## src/rtl/servo_pulse_decoder.sv

```systemverilog
// Servo pulse decoder: measures the high time of an RC servo pulse, recovers the
// N-bit position code, flags short/long pulses and loss of signal.
//
//   state     | meaning
//   S_WAITLOW | wait for input low before arming (no partial pulses)
//   S_IDLE    | armed, waiting for a rising edge
//   S_BASE    | timing the fixed 1 ms base of the pulse
//   S_STEP    | counting position steps until the pulse falls
`timescale 1ns/1ps
module servo_pulse_decoder #(
  parameter int CLK_PER_NS = 40,
  parameter int N          = 8,
  parameter int TIMEOUT_MS = 25
) (
  input  logic         clk_i,
  input  logic         rst_i,
  input  logic         en_i,
  input  logic         pwm_i,
  output logic [N-1:0] position_o,
  output logic         valid_o,
  output logic         err_o,
  output logic         lost_o
);

  localparam int MS_CYC   = 1_000_000 / CLK_PER_NS + 1;
  localparam int STEP_CYC = (1_000_000 / CLK_PER_NS) / (2**N) + 1;
  localparam int TICK_W   = $clog2(MS_CYC);
  localparam int SUB_W    = $clog2(STEP_CYC + 1);
  localparam int STEP_W   = N + 1;
  localparam int LOST_W   = $clog2(TIMEOUT_MS + 1);

  localparam logic [TICK_W-1:0] MS_LAST   = TICK_W'(MS_CYC - 1);
  localparam logic [SUB_W-1:0]  SUB_LAST  = SUB_W'(STEP_CYC - 1);
  localparam logic [STEP_W-1:0] STEP_LAST = STEP_W'(2**N - 1);
  localparam logic [LOST_W-1:0] LOST_MAX  = LOST_W'(TIMEOUT_MS);

  typedef enum logic [1:0] {S_WAITLOW, S_IDLE, S_BASE, S_STEP} state_t;

  state_t              r_state;
  logic                r_pwm_meta;
  logic                r_pwm_s;
  logic                r_pwm_d;
  logic [TICK_W-1:0]   r_base_cnt;
  logic [SUB_W-1:0]    r_sub_cnt;
  logic [STEP_W-1:0]   r_step_cnt;
  logic [TICK_W-1:0]   r_tick_cnt;
  logic [LOST_W-1:0]   r_lost_cnt;
  logic [N-1:0]        r_position;
  logic                r_valid;
  logic                r_err;
  logic                r_lost;
  logic                w_rise;
  logic                w_tick;

  assign w_rise = r_pwm_s & ~r_pwm_d;
  assign w_tick = (r_tick_cnt == MS_LAST);

  // Chain resets high so a pulse already in progress at reset release is never
  // seen as a fresh rising edge.
  always_ff @(posedge clk_i or posedge rst_i) begin
    if (rst_i) begin
      r_pwm_meta <= 1'b1;
      r_pwm_s    <= 1'b1;
      r_pwm_d    <= 1'b1;
    end else begin
      r_pwm_meta <= pwm_i;
      r_pwm_s    <= r_pwm_meta;
      r_pwm_d    <= r_pwm_s;
    end
  end

  always_ff @(posedge clk_i or posedge rst_i) begin
    if (rst_i) begin
      r_tick_cnt <= '0;
      r_lost_cnt <= '0;
    end else if (!en_i) begin
      r_tick_cnt <= '0;
      r_lost_cnt <= '0;
    end else begin
      r_tick_cnt <= w_tick ? '0 : r_tick_cnt + 1'b1;
      if (w_rise)
        r_lost_cnt <= '0;
      else if (w_tick && (r_lost_cnt != LOST_MAX))
        r_lost_cnt <= r_lost_cnt + 1'b1;
    end
  end

  always_ff @(posedge clk_i or posedge rst_i) begin
    if (rst_i) begin
      r_state    <= S_WAITLOW;
      r_base_cnt <= '0;
      r_sub_cnt  <= '0;
      r_step_cnt <= '0;
      r_position <= '0;
      r_valid    <= 1'b0;
      r_err      <= 1'b0;
      r_lost     <= 1'b1;
    end else begin
      r_valid <= 1'b0;
      r_err   <= 1'b0;
      if (r_lost_cnt == LOST_MAX)
        r_lost <= 1'b1;
      if (!en_i) begin
        r_state    <= S_WAITLOW;
        r_base_cnt <= '0;
        r_sub_cnt  <= '0;
        r_step_cnt <= '0;
      end else begin
        case (r_state)
          S_WAITLOW: begin
            if (!r_pwm_s)
              r_state <= S_IDLE;
          end
          S_IDLE: begin
            if (w_rise) begin
              r_base_cnt <= '0;
              r_state    <= S_BASE;
            end
          end
          S_BASE: begin
            if (!r_pwm_s) begin
              r_err   <= 1'b1;
              r_state <= S_IDLE;
            end else if (r_base_cnt == MS_LAST) begin
              r_sub_cnt  <= '0;
              r_step_cnt <= '0;
              r_state    <= S_STEP;
            end else begin
              r_base_cnt <= r_base_cnt + 1'b1;
            end
          end
          S_STEP: begin
            if (!r_pwm_s) begin
              r_position <= r_step_cnt[N-1:0];
              r_valid    <= 1'b1;
              r_lost     <= 1'b0;
              r_state    <= S_IDLE;
            end else if (r_sub_cnt == SUB_LAST) begin
              r_sub_cnt  <= '0;
              r_step_cnt <= r_step_cnt + 1'b1;
              // Step count about to reach 2**N with the pulse still high: too long.
              if (r_step_cnt == STEP_LAST) begin
                r_err   <= 1'b1;
                r_state <= S_WAITLOW;
              end
            end else begin
              r_sub_cnt <= r_sub_cnt + 1'b1;
            end
          end
          default: r_state <= S_WAITLOW;
        endcase
      end
    end
  end

  assign position_o = r_position;
  assign valid_o    = r_valid;
  assign err_o      = r_err;
  assign lost_o     = r_lost;

endmodule

```

## config.mk

```make
export PLATFORM = sky130hd
export DESIGN_NAME = servo_pulse_decoder
export DESIGN_NICKNAME = d
export VERILOG_FILES = /design/src/rtl/servo_pulse_decoder.sv
export SDC_FILE = /design/constraint.sdc
export NUM_CORES = 1
export LEC_CHECK = 0
export CAP_MARGIN = 20
export CORE_MARGIN = 3
export CORE_UTILIZATION = 25
export DETAILED_ROUTE_END_ITERATION = 12
export PLACE_DENSITY = 0.46
export SKIP_CTS_REPAIR_TIMING = 1
export SYNTH_ARGS = -nofsm -noshare
export SYNTH_HDL_FRONTEND = slang
export SYNTH_SLANG_ARGS = --single-unit
```

## constraint.sdc

```tcl
create_clock -name clk_i -period 2.9 [get_ports clk_i]
set_clock_uncertainty 0.2 [all_clocks]
set_input_delay 0.58 -clock clk_i [delete_from_list [all_inputs] [get_ports clk_i]]
set_output_delay 0.58 -clock clk_i [all_outputs]
set_load 0.05 [all_outputs]
```

==> metrics list <==
- Time the worst path needs with I/O delays and setup: about 2500 ps
- Combinational cells account for around 4.6% of the total power.
- Post-detailed-route wirelength per cell: around 13 µm
* Clock input transition at the sequential cells of the worst setup and hold paths: 60 ps
- After synthesis, the share of flip-flops with an asynchronous set or reset is between 90% and 100%.
* Most area-hungry cell type in the Yosys netlist: dfrtp_1
* Die boundary height: 123.3 µm
- STA classifies the critical path endpoint as a flip-flop.
- Setup repair after global routing missed its margin: false
- For this run, the leading register cell type out of synthesis is dfrtp_1.
- In this run, CTS created clock tree buffers numbering 9.
- In this run the power spent charging and discharging nets is between 400 and 500 µW.
- Post-Syn Area per Cell: 9.303 µm²
- Power spread over the standard cell area amounts to roughly 540 nW/µm².
- Fraction of the mapped netlist area in compound gates: 11.92%
- Peak VDD IR: approximately 260 µV
- Gr usage total: a little over a tenth
* Slew Limit Fails: 0
- Of the total synthesized cell area, the portion taken by XOR and XNOR cells is approximately 6.6%.
* Slew @ Worst Pin: a little over 900 ps
- Ratio of routed vias to standard cells: 4.607
- LEAKAGE: ~0.0017 µW
- Max-cap violations: 0
* Ratio of final minimum period to clock period: slightly below 90%
* Internal: around 1800 µW
- Type of the most critical hold path: flip-flop to flip-flop
- Wire length of the first global-routing pass: between 10000 and 15000 µm
- Of the total power, registers draw a little over two fifths.
- In the final timing run, aggregate negative setup slack is 0 ps.
- In the routed design, unresolved DRC markers number 0.
* Clk sinks: 67
- Boundary pin count: 15
- In this run the number of H-tree levels came out at 3.
* Net Count, Synth: roughly 380
* Worst setup slack after placement: around 290 ps
- Power share of the clock group: a little over half
* CTS Root Buffer Type: clkbuf_16
- After synthesis the netlist holds a flip-flop and latch count of 67.
* Pin count of the biggest net entering global routing: 68
* Initial antenna violation count: 0
* Share of synthesized area spent on multiplexers: 0.2908%
- Detailed-router iteration count before antenna repair: 4
- For this block, the initial DRC count from the detailed router was 152.
- Layout cell share with drive strength beyond 1: 10.35%
* Gp weighted congestion: about 0.76
* Insertion delay of the later-clocked pin in the worst-skew pair: roughly 320 ps
* Count of flip-flops with a built-in enable after synthesis: 0
- The filler cells instantiated in the layout total about 1400.
* Maximum achievable frequency: approximately 390 MHz
* Number of antenna-violating nets in the routed design: 0
- In the final design database the tool counted a little over 400 nets.
* Cell with the most instances after synthesis: dfrtp_1
- Horizontal die dimension: 123.3 µm
* Max-Slew Margin vs Limit: between 30% and 40%
- Number of hold violations in the final report: 0
* Final Setup Violations: 0
- Reg2reg setup slack: between 300 and 400 ps
- Wires add up to 7351 µm.
- The commonest cells after synthesis are dfrtp_1, nand2_1, nor2_1, inv_1, nand3_1.
* Final worst-path setup slack: approximately 360 ps
- Area share of the largest cell type after synthesis: 45.80%
* Overflow left after global routing: 0
* Dominant combinational cell family by area after synthesis: simple AND/OR/NAND/NOR gates
- Part of the Yosys area used for sequential elements: between 40 and 50%
* Effective utilization at floorplan: 25.79%
* Number of port buffers: 14
- Data arrives at the worst endpoint at approximately 2600 ps.
- Count of different cell masters after synthesis: 48
- CTS tree: yes
- Switching power share of the total: 21.76%
* Status: completed
- Die area: 15210 µm²
- Buffer depth of the longest clock path: 2
- Number of rows in the core area: 42
* Maximum fanout along the worst path: 10
- Synth warnings: 0
- Crit path required time: 2900 ps
- HPWL after DPL: ~5100 µm
- Post-synthesis instance area: between 3000 and 4000 µm²
* Number of global-route vias before repair: about 2600
- Of the total synthesized cell area, the portion taken by AND, OR, NAND and NOR gates is between 20% and 30%.
- Across all layers, the routed design uses around 2600 vias.
- The number of antenna diodes in the final layout is 0.
- Count of mapped cells out of synthesis: 370
* Core Box Area: roughly 13000 µm²
* Critical Path Start Type: flip-flop
- Relative to the synthesized area, the layout overhead comes to 20.61%.
- Yosys attributes the largest share of cell area to dfrtp_1, nand2_1, xor2_1, nor2_1, ha_1.
* Worst setup path class: flip-flop to flip-flop
- Adder-cell share of the synthesized area: between 3 and 4%
==> logic make-up (layout without fill, tap and decap cells) <==
kind of cell,count (synthesis),in the layout
adder cells (fa/ha/maj),10,10
AND/OR/NAND/NOR,172,172
AO/OA/AOI/OAI,59,59
XOR/XNOR,26,26
flip-flops,67,67
multiplexers,1,1
buffers and inverters,35,61
==> registers in the layout, summed over array words and instances (netlist names) <==
register and flops:
r_sub_cnt 7, lost_o 1, r_state 2, valid_o 1, r_lost_cnt 5, r_pwm_d 1
position_o 8, r_base_cnt 15, err_o 1, r_tick_cnt 15, r_pwm_meta 1, r_pwm_s 1
r_step_cnt 9
==> area by class of cell <==
type	instances	area [µm²]	area share (%)
Sequential cell	67	1682	40.51
Multi-Input combinational cell	268	1620	39.03
Clock buffer	10	239.0	5.756
Timing Repair Buffer	23	220.2	5.304
Tap cell	176	220.2	5.304
Clock inverter	6	87.58	2.110
Inverter	22	82.58	1.989
==> critical path, cell delays in order (launching register included) <==
cell and delay (ps):
dfrtp_1 440, or4_4 570, o41ai_1 470, a31oi_1 400
o21ai_1 250, o31ai_1 90
==> layer usage <==
layer  up-vias  global-route usage, %  part of all wire [%]
met5         -                      0                     0
met4         0                  3.322                  0.49
met3         2                  3.477                   3.0
met2        32                  15.36                    45
met1      1262                  15.00                    52
li1       1339                      -                     -
==> cell usage in the layout, fill, tap and decap left out, types with 5 or more instances in the layout <==
| master | synthesis | final |
|---|---|---|
| dfrtp_1 | 63 | 63 |
| nand2_1 | 53 | 53 |
| nor2_1 | 38 | 38 |
| nand3_1 | 21 | 21 |
| inv_1 | 21 | 20 |
| xor2_1 | 18 | 18 |
| clkdlybuf4s50_1 | 0 | 14 |
| nand4_1 | 13 | 13 |
| nor3_1 | 13 | 13 |
| a21oi_1 | 12 | 12 |
| o21ai_1 | 10 | 10 |
| ha_1 | 10 | 10 |
| o21ai_0 | 9 | 9 |
| clkbuf_16 | 0 | 9 |
| xnor2_1 | 8 | 8 |
| buf_4 | 0 | 8 |
| and3_1 | 6 | 6 |
| or3_1 | 6 | 6 |
| o31ai_1 | 5 | 5 |
==> final timing paths <==
check | startpoint | to | depth (start not counted)
hold reg to reg | r_pwm_meta | r_pwm_s | 0
setup / recovery | r_base_cnt[2] | r_step_cnt[2] | 5
max in group asynchronous | rst_i | r_pwm_d | 3
setup reg to reg | r_base_cnt[2] | r_step_cnt[2] | 5
hold / removal | r_pwm_meta | r_pwm_s | 0
min in group asynchronous | rst_i | r_tick_cnt[0] | 3
==> metrics by stage <==
step	hold WS (ps)	instance area (µm²)	cells	util, %	total power (µW)
after floorplan	145.2	3442	370	-	1049
after global placement	147.5	3825	556	28.66	1089
after detailed placement	147.6	3825	556	28.66	1089
after CTS	155.7	4151	572	31.10	2296
after global routing	163.1	4151	572	31.10	2354
final	154.2	4151	572	31.10	2247
==> power groups by stage <==
| stage | clock network, µW | registers [µW] | logic (µW) |
|---|---|---|---|
| finish | 1180 | 965 | 104 |
| global route | 1270 | 967 | 118 |
| CTS | 1220 | 965 | 108 |
| detailed placement | 0 | 982 | 108 |
| global placement | 0 | 981 | 108 |
| floorplan | 0 | 982 | 66.3 |
No activity file was read; power rests on OpenSTA's default activity.
